[src/rtl/shift_add_mac_pkg.sv]
// shift_add_mac_pkg: shared FSM state encoding and default operand width
package shift_add_mac_pkg;
   localparam int DEFAULT_WIDTH = 4;
   typedef enum logic [1:0] {
      S_LOAD  = 2'd0,
      S_WAIT  = 2'd1,
      S_CYCLE = 2'd2,
      S_DONE  = 2'd3
   } state_t;
endpackage

[src/rtl/shift_add_mac_if.sv]
// shift_add_mac_if: request/operand/result bundle between a requester (master) and the MAC (slave)
interface shift_add_mac_if import shift_add_mac_pkg::*; #(parameter int WIDTH = DEFAULT_WIDTH);
   logic               Go;
   logic [WIDTH-1:0]   Multiplier;
   logic [WIDTH-1:0]   Multiplicand;
   logic [WIDTH-1:0]   Addend;
   logic [2*WIDTH-1:0] Product;
   logic               ResultValid;
   modport master (output Go, Multiplier, Multiplicand, Addend, input Product, ResultValid);
   modport slave (input Go, Multiplier, Multiplicand, Addend, output Product, ResultValid);
endinterface

[src/rtl/shift_add_mac_datapath.sv]
// shift_add_mac_datapath: operand capture, shift-add accumulation, iteration counter and result registers
module shift_add_mac_datapath import shift_add_mac_pkg::*; #(parameter int WIDTH = DEFAULT_WIDTH) (
   input  logic               Clock,
   input  logic               Resetn,
   input  logic               load,
   input  logic               step,
   input  logic               done,
   input  logic [WIDTH-1:0]   multiplier,
   input  logic [WIDTH-1:0]   multiplicand,
   input  logic [WIDTH-1:0]   init,
   output logic [2*WIDTH-1:0] product,
   output logic               result_valid,
   output logic               last
);
   localparam int CW = $clog2(WIDTH + 1);
   logic [WIDTH-1:0]   mplier_q;
   logic [2*WIDTH-1:0] mcand_q;
   logic [2*WIDTH-1:0] acc;
   logic [CW-1:0]      cnt;
   // multiplier shifts right and multiplicand left each step, so bit k meets mcand<<k at iteration k
   always_ff @(posedge Clock) begin
      if (!Resetn) begin
         mplier_q     <= '0;
         mcand_q      <= '0;
         acc          <= '0;
         cnt          <= '0;
         product      <= '0;
         result_valid <= 1'b0;
      end else if (load) begin
         mplier_q     <= multiplier;
         mcand_q      <= {{WIDTH{1'b0}}, multiplicand};
         acc          <= {{WIDTH{1'b0}}, init};
         cnt          <= '0;
         product      <= '0;
         result_valid <= 1'b0;
      end else if (step) begin
         acc      <= mplier_q[0] ? acc + mcand_q : acc;
         mplier_q <= mplier_q >> 1;
         mcand_q  <= mcand_q << 1;
         cnt      <= cnt + CW'(1);
      end else if (done) begin
         product      <= acc;
         result_valid <= 1'b1;
      end
   end
   assign last = (cnt == CW'(WIDTH - 1));
endmodule

[src/rtl/shift_add_mac.sv]
// shift_add_mac: sequential multiply-accumulate Product = Multiplier*Multiplicand (+ Addend when SHIFT_ADD_MAC_ADDEND_EN is defined)
module shift_add_mac import shift_add_mac_pkg::*; #(parameter int WIDTH = DEFAULT_WIDTH) (
   input  logic             Clock,
   input  logic             Resetn,
   shift_add_mac_if.slave   bus
);
   state_t           state;
   logic             load;
   logic             step;
   logic             done;
   logic             last;
   logic [WIDTH-1:0] init;
`ifdef SHIFT_ADD_MAC_ADDEND_EN
   assign init = bus.Addend;
`else
   assign init = '0;
`endif
   assign load = (state == S_LOAD) && bus.Go;
   assign step = (state == S_CYCLE);
   assign done = (state == S_DONE);
   // control FSM: capture on Go press, start on release, WIDTH iterations, then publish
   always_ff @(posedge Clock) begin
      if (!Resetn) state <= S_LOAD;
      else case (state)
         S_LOAD:  state <= bus.Go ? S_WAIT : S_LOAD;
         S_WAIT:  state <= bus.Go ? S_WAIT : S_CYCLE;
         S_CYCLE: state <= last ? S_DONE : S_CYCLE;
         default: state <= S_LOAD;
      endcase
   end
   shift_add_mac_datapath #(.WIDTH(WIDTH)) u_dp (
      .Clock        (Clock),
      .Resetn       (Resetn),
      .load         (load),
      .step         (step),
      .done         (done),
      .multiplier   (bus.Multiplier),
      .multiplicand (bus.Multiplicand),
      .init         (init),
      .product      (bus.Product),
      .result_valid (bus.ResultValid),
      .last         (last)
   );
endmodule
[src/flat_wrapper.sv]
// flat-port wrapper written by rule: the top's interface ports become plain ports
module shift_add_mac_flat import shift_add_mac_pkg::*;
#(parameter int WIDTH = DEFAULT_WIDTH)
  (Clock, Resetn, bus_Go, bus_Multiplier, bus_Multiplicand, bus_Addend, bus_Product, bus_ResultValid);
  shift_add_mac_if #(.WIDTH(WIDTH)) bus_i ();
  input  logic Clock;
  input  logic Resetn;
  input wire logic [$bits(bus_i.Go)-1:0] bus_Go;
  input wire logic [$bits(bus_i.Multiplier)-1:0] bus_Multiplier;
  input wire logic [$bits(bus_i.Multiplicand)-1:0] bus_Multiplicand;
  input wire logic [$bits(bus_i.Addend)-1:0] bus_Addend;
  output wire logic [$bits(bus_i.Product)-1:0] bus_Product;
  output wire logic [$bits(bus_i.ResultValid)-1:0] bus_ResultValid;
  assign bus_i.Go = bus_Go;
  assign bus_i.Multiplier = bus_Multiplier;
  assign bus_i.Multiplicand = bus_Multiplicand;
  assign bus_i.Addend = bus_Addend;
  assign bus_Product = bus_i.Product;
  assign bus_ResultValid = bus_i.ResultValid;
  shift_add_mac #(.WIDTH(WIDTH)) u_core (.Clock(Clock), .Resetn(Resetn), .bus(bus_i));
endmodule
[config.mk]
export PLATFORM = sky130hd
export DESIGN_NAME = shift_add_mac_flat
export DESIGN_NICKNAME = d
export VERILOG_FILES = /design/src/rtl/shift_add_mac_pkg.sv /design/src/rtl/shift_add_mac_if.sv /design/src/rtl/shift_add_mac_datapath.sv /design/src/rtl/shift_add_mac.sv /design/src/flat_wrapper.sv
export SDC_FILE = /design/constraint.sdc
export NUM_CORES = 1
export LEC_CHECK = 0
export CAP_MARGIN = 15
export CORE_MARGIN = 2
export CORE_UTILIZATION = 61
export CTS_CLUSTER_SIZE = 40
export DETAILED_ROUTE_END_ITERATION = 7
export DONT_BUFFER_PORTS = 1
export GPL_ROUTABILITY_DRIVEN = 0
export GPL_TIMING_DRIVEN = 0
export PLACE_DENSITY = 0.76
export SLEW_MARGIN = 25
export SYNTH_ARGS = -nofsm -noshare
export SYNTH_HDL_FRONTEND = slang
export SYNTH_SLANG_ARGS = --single-unit
[constraint.sdc]
create_clock -name Clock -period 5.05 [get_ports Clock]
set_input_delay 1.2625 -clock Clock [delete_from_list [all_inputs] [get_ports Clock]]
set_output_delay 1.2625 -clock Clock [all_outputs]
set_load 0.02 [all_outputs]
==> impl_metrics.ini <==
[floorplan]
rows = 18
die_h_um = 54.94
initial_core_util = 0.6389
dieArea_mm2 = 0.003018
core_area_mm2 = 0.002477
die_x_um = 54.94
pin_count = 24

[final_layout]
drive_above_1_share = 0.08163
multi_input_area_um2 = 845.8
syn2layout_area_growth_pct = 6.166
finalNonFillerCells = 226
num-fill-cells = 209
nets = 220
antenna_cells = 0
seqCellArea_um2 = 680.7

[sta]
max_freq_mhz = 485.7
tns_ns = 0
finalHoldViolCount = 0
period_needed_ns = 2.059
post-route-period-util = 0.4077
maxSlewHeadroom = 0.7406
setup_ws_ns = 2.991
drv_slew = 0
tightest_slew_ns = 0.3891
setup_viol = 0
skew_ns = 0.006640
rsz0062_at_grt = false

[placement]
io_buffers = 0
placedCellCount = 218
dp_slack_ns = 2.699
hpwl_um = 2359

[grt]
grt_pass1_vias = 1175
antenna_found_initial = 0
grt_start_max_net_pins = 11
grt-ovfl-total = 0
grt_pass1_wl_um = 5126
grtUsageTotal = 0.2476

[cts]
clk_pin_slew_ns = 0.10
htree_levels = 2
cts_hold_buf = 0
cts_tree = done
cts_root_buf = clkbuf_4
cts.sinks = 34
cts_setup_buffers = 0
clock_latency_ns = 0.34
ctsResizeCount = 0
cts_buffers = 5
cts_buffer_depth = 2

[logic_synthesis]
synthFlopType = dfxtp_1
yosysSeqAreaShare = 0.4300
ys_seq_elements = 34
synth_edf_count = 0
synth_area_per_cell_um2 = 8.419
syn_nets = 213
yosys_warnings = 0
async_flop_share = 0
synthCells = 188
synth_area_mm2 = 0.001583
synth.distinct_cells = 35

[setup_path]
crit_path_start_kind = register
crit_arrival_ns = 0.80
cp-end-kind = primary output
crit_fanout = 2
required_ns = 3.79
crit_type = reg2out

[drt]
wl_per_cell_um = 13.79
drtAntennaViolNets = 0
routed_wl_um = 3116
first_iter_violations = 21
drc = 0
vias_per_cell = 5.850
first_pass_iters = 4
vias = 1322

[power_and_ir_drop]
powerDensity_mw_per_mm2 = 280.2
leakage_nw = 0.6277
peakVddDrop_uv = 323.9

[flow_run]
drv_cap = 0

[hold_path]
hold_path_class = reg2reg

[status]
status = finished, final reports clean
## report_power, final
| part | switching (W) | internal, W | leakage [nW] |
|---|---|---|---|
| Clock | 0.0000887 | 0.0000674 | 0.0353 |
| Sequential | 0.00000527 | 0.000274 | 0.275 |
| Combinational | 0.0000220 | 0.0000139 | 0.317 |
## placed cells by master (no fill, tap or decap)
master | synthesis | final
nor2_2 | 1 | 1
a21o_1 | 2 | 2
buf_4 | 1 | 1
a211oi_1 | 3 | 3
and2_1 | 1 | 1
dfxtp_1 | 34 | 34
a21oi_1 | 24 | 24
a41o_1 | 1 | 1
xnor2_1 | 4 | 4
o21ai_0 | 3 | 3
nor4_1 | 1 | 1
a21boi_1 | 8 | 8
clkbuf_1 | 4 | 5
nor2b_1 | 5 | 5
and3_1 | 1 | 1
inv_1 | 2 | 2
o31ai_1 | 1 | 1
nand2_1 | 43 | 43
nand2b_1 | 1 | 1
ha_1 | 9 | 9
buf_6 | 1 | 1
a22oi_1 | 6 | 6
nor2_1 | 6 | 6
a21oi_2 | 1 | 1
a31oi_1 | 2 | 2
o21ai_1 | 1 | 1
mux2i_1 | 1 | 1
or3b_4 | 1 | 1
nor3_1 | 1 | 1
and4_1 | 1 | 1
clkinv_2 | 0 | 1
clkbuf_4 | 0 | 5
nand3_1 | 12 | 12
or3_1 | 1 | 1
fa_1 | 1 | 1
clkbuf_8 | 0 | 1
and2_4 | 1 | 1
buf_2 | 3 | 3
## synth_stat cells, types with 2 or more instances
cell type / number / share of area
ha_1: 9 / 0.071
nor2_1: 6 / 0.014
a31oi_1: 2 / 0.0079
a21oi_1: 24 / 0.076
nand3_1: 12 / 0.038
o21ai_0: 3 / 0.0095
dfxtp_1: 34 / 0.43
inv_1: 2 / 0.0047
clkbuf_1: 4 / 0.0095
a21o_1: 2 / 0.0095
a21boi_1: 8 / 0.038
xnor2_1: 4 / 0.022
a211oi_1: 3 / 0.014
a22oi_1: 6 / 0.028
nor2b_1: 5 / 0.020
nand2_1: 43 / 0.10
buf_2: 3 / 0.0095
## state kept, by name, summed over array words and instances, names as in the netlist
name / count
u_core.u_dp.mplier_q: 4
u_core.u_dp.mcand_q: 8
u_core.u_dp.cnt: 3
u_core.u_dp.result_valid: 1
u_core.u_dp.acc: 8
u_core.state: 2
u_core.u_dp.product: 8
## final cells by class
class                      count  share of cell area
inverter                       2            0.004468
multi-input combinational    143              0.5034
tap                           30             0.02234
sequential                    34              0.4051
clock buffer                   7             0.03276
buffer                         9             0.02904
clock inverter                 1            0.002978
## metal layers
metal | GRT usage | part of all wire
met5 | 0 | 0
met4 | 0.1016 | 0.020
met3 | 0.07796 | 0.053
met2 | 0.4206 | 0.48
met1 | 0.2876 | 0.44
## path summary, 6_finish.rpt
check	to	from	slack [ns]	cells after the start
hold reg to reg	u_core.u_dp.mplier_q[1]$_SDFFE_PN0P_	u_core.u_dp.mplier_q[1]$_SDFFE_PN0P_	0.46	2
setup / recovery	bus_Product[1]	u_core.u_dp.product[1]$_SDFFE_PP0P_	2.99	0
hold / removal	u_core.u_dp.mplier_q[1]$_SDFFE_PN0P_	u_core.u_dp.mplier_q[1]$_SDFFE_PN0P_	0.46	2
setup reg to reg	u_core.u_dp.acc[6]$_SDFFE_PP0P_	u_core.u_dp.mcand_q[0]$_SDFFE_PN0P_	3.17	7
## through the flow
stage	cell area [µm²]	total power (W)	hold slack, ns	util
2_1_floorplan	1583	0.0003124	0.4347	-
3_3_place_gp	1620	0.0003192	0.4438	0.6540
6_report	1680	0.0004709	0.4638	0.6783
4_1_cts	1680	0.0004738	0.4623	0.6783
3_5_place_dp	1620	0.0003207	0.4487	0.6540
5_1_grt	1680	0.0004911	0.4794	0.6783
## cell families after synthesis
family,Yosys count,share of synthesized area
mux,1,0.006324
buf+inv,11,0.03557
flops,34,0.4300
compound gates,52,0.2032
fa+ha+maj,10,0.08380
simple gates,76,0.2190
xor+xnor,4,0.02213
(Power assumes the default switching activity.)
